===== src/rtl/uart_transmitter_pkg.sv =====
//=============================================================================
// Package  : UART_pkg
// Brief    : Shared types, encodings and helpers for the UART transmitter.
// Revision : 1.0 - initial release
//=============================================================================
`default_nettype none

package UART_pkg;

   localparam int TICKS_PER_BIT = 16;

   typedef enum logic [1:0] {
      DW_5 = 2'd0,
      DW_6 = 2'd1,
      DW_7 = 2'd2,
      DW_8 = 2'd3
   } data_width_e;

   typedef enum logic [1:0] {
      PAR_NONE = 2'd0,
      PAR_EVEN = 2'd1,
      PAR_ODD  = 2'd2
   } parity_e;

   typedef enum logic {
      STOP_1 = 1'b0,
      STOP_2 = 1'b1
   } stop_bits_e;

   typedef struct packed {
      data_width_e width;
      parity_e     parity;
      stop_bits_e  stop;
   } uart_config_s;

   typedef enum logic [2:0] {
      IDLE   = 3'd0,
      START  = 3'd1,
      DATA   = 3'd2,
      PARITY = 3'd3,
      STOP   = 3'd4
   } state_e;

   localparam uart_config_s CFG_RESET = '{width: DW_8, parity: PAR_NONE, stop: STOP_1};

   // Index of the final data bit for a given width (5 bits -> 4 ... 8 bits -> 7).
   function automatic logic [2:0] last_bit(input data_width_e w);
      return 3'd4 + {1'b0, w};
   endfunction

   function automatic logic [7:0] width_mask(input data_width_e w);
      case (w)
         DW_5:    return 8'h1F;
         DW_6:    return 8'h3F;
         DW_7:    return 8'h7F;
         default: return 8'hFF;
      endcase
   endfunction

endpackage

`default_nettype wire


===== src/rtl/uart_transmitter.sv =====
//=============================================================================
// Module   : uart_transmitter
// Brief    : Configurable 5-8 bit UART transmitter fed by a FWFT FIFO.
// Revision : 1.0 - initial release
//=============================================================================
`default_nettype none

module uart_transmitter
   import UART_pkg::*;
(
   input  logic         clk_i,
   input  logic         rst_i,
   input  logic         baud_rt_tick_i,
   input  logic         tx_fifo_empty_i,
   input  logic [7:0]   tx_data_i,
   output logic         tx_fifo_read_o,
   input  logic         config_en_i,
   input  uart_config_s config_i,
   output logic         tx_o,
   output logic         is_transmitting_o,
   output logic         tx_done_o
);

   state_e       state_q, state_d;
   logic [3:0]   tick_cnt_q, tick_cnt_d;
   logic [2:0]   bit_cnt_q, bit_cnt_d;
   logic [7:0]   data_q, data_d;
   uart_config_s cfg_q, cfg_d;
   logic         tx_q, tx_d;
   logic         bit_end;
   logic         parity_bit;
   logic         fifo_pop;
   logic         frame_done;

   assign bit_end    = baud_rt_tick_i && (tick_cnt_q == 4'(TICKS_PER_BIT - 1));
   assign parity_bit = (^(data_q & width_mask(cfg_q.width))) ^ (cfg_q.parity == PAR_ODD);

   always_comb begin
      state_d    = state_q;
      tick_cnt_d = tick_cnt_q;
      bit_cnt_d  = bit_cnt_q;
      data_d     = data_q;
      cfg_d      = cfg_q;
      fifo_pop   = 1'b0;
      frame_done = 1'b0;

      if (state_q != IDLE && baud_rt_tick_i) begin
         tick_cnt_d = tick_cnt_q + 4'd1;
      end

      case (state_q)
         IDLE: begin
            tick_cnt_d = '0;
            bit_cnt_d  = '0;
            if (config_en_i) begin
               cfg_d = config_i;
            end else if (!tx_fifo_empty_i) begin
               fifo_pop = 1'b1;
               data_d   = tx_data_i;
               state_d  = START;
            end
         end
         START: begin
            if (bit_end) state_d = DATA;
         end
         DATA: begin
            if (bit_end) begin
               if (bit_cnt_q == last_bit(cfg_q.width)) begin
                  bit_cnt_d = '0;
                  state_d   = (cfg_q.parity == PAR_NONE) ? STOP : PARITY;
               end else begin
                  bit_cnt_d = bit_cnt_q + 3'd1;
               end
            end
         end
         PARITY: begin
            if (bit_end) state_d = STOP;
         end
         STOP: begin
            // bit_cnt is reused to remember that the first of two stop bits is done.
            if (bit_end) begin
               if (cfg_q.stop == STOP_2 && bit_cnt_q == 3'd0) begin
                  bit_cnt_d = 3'd1;
               end else begin
                  frame_done = 1'b1;
                  state_d    = IDLE;
               end
            end
         end
         default: state_d = IDLE;
      endcase

      case (state_d)
         START:   tx_d = 1'b0;
         DATA:    tx_d = data_d[bit_cnt_d];
         PARITY:  tx_d = parity_bit;
         default: tx_d = 1'b1;
      endcase
   end

   always_ff @(posedge clk_i or posedge rst_i) begin
      if (rst_i) begin
         state_q    <= IDLE;
         tick_cnt_q <= '0;
         bit_cnt_q  <= '0;
         data_q     <= '0;
         cfg_q      <= CFG_RESET;
         tx_q       <= 1'b1;
      end else begin
         state_q    <= state_d;
         tick_cnt_q <= tick_cnt_d;
         bit_cnt_q  <= bit_cnt_d;
         data_q     <= data_d;
         cfg_q      <= cfg_d;
         tx_q       <= tx_d;
      end
   end

   assign tx_o              = tx_q;
   assign tx_fifo_read_o    = fifo_pop && !rst_i;
   assign is_transmitting_o = (state_q != IDLE);
   assign tx_done_o         = frame_done;

endmodule

`default_nettype wire


===== config.mk =====
export PLATFORM = sky130hd
export DESIGN_NAME = uart_transmitter
export DESIGN_NICKNAME = d
export VERILOG_FILES = /design/src/rtl/uart_transmitter_pkg.sv /design/src/rtl/uart_transmitter.sv
export SDC_FILE = /design/constraint.sdc
export NUM_CORES = 1
export LEC_CHECK = 0
export ABC_AREA = 1
export BUFFER_PORTS_ARGS = -buffer_cell sky130_fd_sc_hd__buf_2
export CAP_MARGIN = 20
export CORE_MARGIN = 1
export CORE_UTILIZATION = 60
export DETAILED_ROUTE_END_ITERATION = 10
export GPL_TIMING_DRIVEN = 0
export PLACE_DENSITY = 0.85
export SYNTH_ARGS = -nofsm -noshare
export SYNTH_HDL_FRONTEND = slang
export SYNTH_SLANG_ARGS = --single-unit

===== constraint.sdc =====
create_clock -name clk_i -period 3.03 [get_ports clk_i]
set_input_delay 0.1515 -clock clk_i [delete_from_list [all_inputs] [get_ports clk_i]]
set_output_delay 0.1515 -clock clk_i [all_outputs]
set_load 0.01 [all_outputs]

-- After elaboration in Yosys (flattened, before gate mapping)
Index checks and enable logic that the tools add are counted.
- logic and storage cells: 69
- bits in registers: 24
- output and inout bits: 4
- add/sub/neg operators: 3
- equal/unequal tests: 12
- order comparisons: 1
- muxes and demuxes: 30
- bitwise logic cells: 2
- reductions and logical operators: 13
- operators with widths (operator ; number):
    $mux 3 ; 13
    $mux 8 ; 3
    $pmux 8 s3 ; 1
    $pmux 3 s5 ; 1
    $eq 3x2->1 const B ; 4
    $pmux 3 s3 ; 1
    $and 8x8->8 ; 1
    $mux 4 ; 2
    $reduce_xor 8->1 ; 1
    $mux 1 ; 7
    $eq 3x1->1 const B ; 2
    $logic_not 3->1 ; 2
    $add 4x1->4 const B ; 1
    $eq 2x2->1 const B ; 2
    $eq 4x4->1 const B ; 1
    $logic_and 1x1->1 ; 4
    $logic_not 2->1 ; 2
    $lt 3x4->1 const B ; 1
    $add 3x1->3 const B ; 1
    $add 3x2->3 const A ; 1
    $bmux 1 s3 ; 1
    $eq 3x3->1 ; 1
    $eq 3x3->1 const B ; 1
    $pmux 1 s3 ; 1
    6 further kinds ; 6

-- Longest topological paths before layout
- depth after elaboration: 8
- depth in mapped cells: 13

-- Worst setup path before layout
OpenSTA, ideal clock, no wires.
- path type: register to register
- start point: register tick_cnt_q[0]
- end point: register tx_q, in the netlist tx_o
- period minus slack after synthesis: 1.512 ns
- arrival time: 1.429 ns
- path buffers: 0
- required time: 2.948 ns
- cell stages (with the launch flop): 12
- library setup time: 0.082 ns
- slack: 1.518 ns
- path through: dfrtp_1 -> ha_1 -> nand2_2 -> nor3_4 -> o21ai_0 -> nand2_2 -> nand2_4 -> nand2_1 -> nand3_1 -> nand3_1 -> nand3_1 -> nand3_1
- cells in the longest elaborated chain, start to end: 7
- ends and longest elaborated chain (what ; RTL line ; source):
    start: declaration ; uart_transmitter.sv:25 ; logic [3:0] tick_cnt_q, tick_cnt_d;
    start signal: assignment ; uart_transmitter.sv:111 ; tick_cnt_q <= tick_cnt_d;
    $eq 4x4->1 * ; uart_transmitter.sv:35 ; assign bit_end = baud_rt_tick_i && (tick_cnt_q == 4'(TICKS_PER_BIT - 1));
    $logic_and 1x1->1 * ; uart_transmitter.sv:35 ;
    $mux 3 (on tied branches) ; uart_transmitter.sv:81, uart_transmitter.sv:67 ;
    $pmux 3 s3 * ; uart_transmitter.sv:51 ; case (state_q)
    net bit_cnt_d[0] ; uart_transmitter.sv:26 ; logic [2:0] bit_cnt_q, bit_cnt_d;
    $bmux 1 s3 * ; uart_transmitter.sv:95 ; DATA: tx_d = data_d[bit_cnt_d];
    $mux 1 (implied by the code) * ; uart_transmitter.sv:95 ;
    $pmux 1 s3 * ; uart_transmitter.sv:93 ; case (state_d)
    net tx_d ; uart_transmitter.sv:29 ; logic tx_q, tx_d;
    end signal: assignment ; uart_transmitter.sv:115 ; tx_q <= tx_d;
    end: declaration ; uart_transmitter.sv:29 ;
The timed path passes the listed nets; every way through them passes the cells marked *. The select of a mux whose other input is x is not followed.
A chain may end at the register's enable or synchronous reset.

-- Worst setup path after layout
Ends and elaborated chain as after synthesis.

==> impl_summary.log <==
[metrics] design area: 1650 µm²
[metrics] most frequent cell on the critical path: sky130_fd_sc_hd__nand3_1
[metrics] post-synthesis register bit count: 24
[metrics] total placed cells including tap cells: 237
[metrics] # port buffers: 21
[metrics] transition time at the pin with the least slew margin: 0.916 ns
[metrics] gate family responsible for the most delay along the worst path: simple AND/OR/NAND/NOR gates
[metrics] clock share of power: 10.7%
[metrics] total number of yosys warnings: 0
[metrics] pin count of the biggest net entering global routing: 25
[metrics] Clock Sinks: 24
[metrics] CP max stage delay: 0.42 ns
[metrics] number of max-slew violations in the final report: 0
[metrics] Static Leak: 0.856 nW
[metrics] initial antenna violation count: 0
[metrics] post-CTS setup-driven buffer insertion count: 0
[metrics] worst relative slew slack: 38.9%
[metrics] number of buffers on the longest clock path: 2
[metrics] M3 GR Usage: 4.09%
[metrics] maximum frequency from static timing analysis: 553 MHz
[metrics] sequential area share after synthesis: 40.7%
[metrics] most instantiated flip-flop cell in the synthesis netlist: sky130_fd_sc_hd__dfrtp_1
[metrics] router iterations before antenna repair: 4
[metrics] clock period minus final worst setup slack: 1.81 ns
[metrics] remaining routing DRC violations: 0
[metrics] Area contributors post-synth: sky130_fd_sc_hd__dfrtp_1 (35%), sky130_fd_sc_hd__inv_1 (8.6%), sky130_fd_sc_hd__nand2_1 (7.3%)
[metrics] CP Data Arrival Time: 2.06 ns
[metrics] area fraction of the dominant cell type after synthesis: 35.4%
[metrics] power spent charging and discharging nets: 0.593 mW
[metrics] count of flip-flops with a built-in enable after synthesis: 0
[metrics] number of hold buffers added after cts: 0
[metrics] Crit Path Class: reg -> reg
[metrics] Synthesized Nets: 209
[metrics] Sequential Power Share: 38.8%
[metrics] most numerous cell types in the synthesized netlist: sky130_fd_sc_hd__inv_1 (34), sky130_fd_sc_hd__nand2_1 (29), sky130_fd_sc_hd__dfrtp_1 (21)
[metrics] Placer Congestion: 0.862
[metrics] diode insertion count for antenna repair: 0
[metrics] Initial Util: 65.3%
[metrics] buffers plus inverters on the worst setup path: 0
[metrics] leading area contributor after synthesis: sky130_fd_sc_hd__dfrtp_1
[metrics] unique cell type count in the Yosys netlist: 28
[metrics] chip width: 51.8 µm
[metrics] setup repair after global routing missed its margin: no
[metrics] r2r startpoint: tick_cnt_q[0]
[metrics] post-synthesis cell count: 188
[metrics] number of failing hold endpoints at the final stage: 0
[metrics] max-cap violation count: 0
[metrics] area of the mapped netlist: 1490 µm²
[metrics] combinational group share of total power: 50.6%
[metrics] library cell with the highest instance count after synthesis: sky130_fd_sc_hd__inv_1
[metrics] outcome: finished, final reports clean
[metrics] number of H-tree levels: 1
[metrics] count of instances resized after the clock tree is built: 0
[metrics] total core area: 2280 µm²
[metrics] power per cell area: 845 nW/µm²
[metrics] Worst R2R End: tx_o
[metrics] final standard cell count with taps included and fillers excluded: 241
[metrics] reg2reg path depth: 11
[metrics] share of the cycle needed by the critical path after routing: 59.7%
[metrics] sum of overflow across all layers after global routing: 0
[metrics] worst path cell trace: ha_1 -> nand2_2 -> nor3_4 -> o21ai_0 -> nand2_2 -> nand2_4 -> nand2_1 -> nand3_1 -> nand3_1 -> nand3_1 -> nand3_1
[metrics] clock tree from TritonCTS: done
[metrics] critical-path cell with the highest stage delay: sky130_fd_sc_hd__dfrtp_1
[metrics] post-route ant nets: 0
[metrics] # nets final: 235
[metrics] type of the most critical hold path: in -> async
[metrics] top fanout value on the critical path: 6
[metrics] fraction of final layout cells with drive strength greater than 1: 27.2%
[metrics] Post-Route Setup TNS: 0 ns
[metrics] number of buffers inserted during clock tree synthesis: 3
[metrics] cell-internal power: 0.803 mW
[metrics] CTS Root Buffer Type: sky130_fd_sc_hd__clkbuf_4
[metrics] Site Rows: 17
[metrics] wire length after detailed routing: 2.88 mm
[metrics] Die ar.: 2680 µm²
[metrics] switching share of power: 42.5%
[metrics] die height: 51.8 µm
[metrics] clock slew seen by the registers of the worst setup and hold paths: 0.13 ns
[metrics] Top Ports: 22
[metrics] required time reported for the critical path endpoint: 3.28 ns
[metrics] initial detailed-routing violation count: 18
[metrics] detail-routed via count per cell: 5.31
[metrics] detailed-placement wirelength estimate: 2.28 mm
[metrics] setup slack on the worst flop-to-flop path: 1.22 ns
[metrics] synthesized area per cell: 7.90 µm²
[metrics] Critical Path Source Type: flip-flop
[metrics] first-pass GRT wire length: 4.93 mm
[metrics] clock latency at the later pin of the worst-skew pair: 0.31 ns
[metrics] Setup violations, final: 0
[metrics] crit path capture type: flip-flop
[metrics] placement-stage cell area: 1630 µm²
[metrics] met1 routing resource usage after global routing: 30.4%
[metrics] share of flip-flops with an asynchronous set or reset: 100%
[metrics] overall track demand over capacity in global routing: 25.1%
[metrics] final setup skew: 0.00205 ns
[metrics] met2 track demand over resource in global routing: 45.2%
[metrics] worst supply voltage drop on vdd: 0.000581 V
[metrics] via count of the first global-routing pass: 1,197
[metrics] total vias in the final route: 1,279
[metrics] WL per Instance: 11.9 µm
[metrics] layer carrying the most global-route usage: met2
[metrics] relative area change from synthesis to final layout: 11.2%
state kept, by name, indices dropped and copies added, names as in the netlist:
register and count:
bit_cnt_q 3, cfg_q 5, data_q 8, state_q 3, tick_cnt_q 4, tx_o 1
placed cells by master, fill, tap and decap left out:
cell type                  Yosys  routed
sky130_fd_sc_hd__inv_1        34      34
sky130_fd_sc_hd__nand2_1      29      29
sky130_fd_sc_hd__dfrtp_1      21      21
sky130_fd_sc_hd__buf_2         0      21
sky130_fd_sc_hd__nand3_1      18      18
sky130_fd_sc_hd__nor2_1       12      12
sky130_fd_sc_hd__o21ai_0       9       9
sky130_fd_sc_hd__nand2_2       8       8
sky130_fd_sc_hd__a21oi_1       6       6
sky130_fd_sc_hd__o21ai_1       6       6
sky130_fd_sc_hd__inv_2         5       5
sky130_fd_sc_hd__nor3_1        5       5
sky130_fd_sc_hd__xnor2_1       4       4
sky130_fd_sc_hd__nand2_4       4       4
sky130_fd_sc_hd__xor2_1        4       4
sky130_fd_sc_hd__nor2_2        3       3
sky130_fd_sc_hd__nand3_2       3       3
sky130_fd_sc_hd__ha_1          3       3
sky130_fd_sc_hd__dfstp_2       3       3
sky130_fd_sc_hd__clkbuf_4      0       3
sky130_fd_sc_hd__mux2_2        2       2
sky130_fd_sc_hd__nor2_4        1       1
sky130_fd_sc_hd__nor3_4        1       1
sky130_fd_sc_hd__o21ai_2       1       1
sky130_fd_sc_hd__buf_4         1       1
sky130_fd_sc_hd__o211ai_1      1       1
sky130_fd_sc_hd__a31oi_2       1       1
sky130_fd_sc_hd__a21oi_2       1       1
sky130_fd_sc_hd__nor3b_1       1       1
sky130_fd_sc_hd__a31oi_1       1       1
sky130_fd_sc_hd__clkbuf_1      0       1
per-stage QoR:
step | hold slack [ns] | power [mW] | util [%] | setup slack, ns
6_report | 0.0264 | 1.40 | 72.6 | 1.22
5_1_grt | 0.0591 | 1.53 | 72.6 | 1.06
4_1_cts | 0.0618 | 1.40 | 72.6 | 1.22
3_5_place_dp | 0.391 | 1.25 | 71.4 | 1.25
3_3_place_gp | 0.381 | 1.21 | 71.4 | 1.36
2_1_floorplan | 0.164 | 1.11 | - | 1.52
cell type report:
cell class                 count  area, µm²
fill                         186        624
buffer                         1       7.51
multi-input combinational    124        727
tap                           28       35.0
sequential                    24        604
clock buffer                   4       26.3
inverter                      39        146
timing repair buffer          21        105
per-layer routing:
metal / routed length [µm] / vias to the layer above
met5: 0 / -
met4: 36 / 0
met3: 115 / 6
met2: 1480 / 31
met1: 1250 / 601
li1: - / 641
kinds of logic after synthesis:
family / share of synthesized area (%)
buffers and inverters: 10.4
DFF: 40.7
xor gates and xnor gates: 4.72
adders and majority gates: 2.53
AOI/OAI and AO/OA: 10.0
and+or+nand+nor: 30.2
muxes: 1.52
power groups by stage:
stage,registers [mW],clock network (mW),logic [mW]
6_report,0.541,0.149,0.706
5_1_grt,0.556,0.163,0.806
4_1_cts,0.541,0.149,0.707
3_5_place_dp,0.549,0,0.703
3_3_place_gp,0.543,0,0.669
2_1_floorplan,0.533,0,0.572
worst max-delay path by stage:
stage / from / end / slack (ns) / cells after the start
after global placement: tick_cnt_q[0] / tx_o / 1.36 / 12
after detailed placement: tick_cnt_q[0] / tx_o / 1.25 / 12
after global routing: tick_cnt_q[0] / tx_o / 1.06 / 13
final: tick_cnt_q[0] / tx_o / 1.22 / 11
after floorplan: tick_cnt_q[0] / tx_o / 1.52 / 11
after CTS: tick_cnt_q[0] / tx_o / 1.22 / 13
Note: power is estimated with default switching activity, not from simulation.
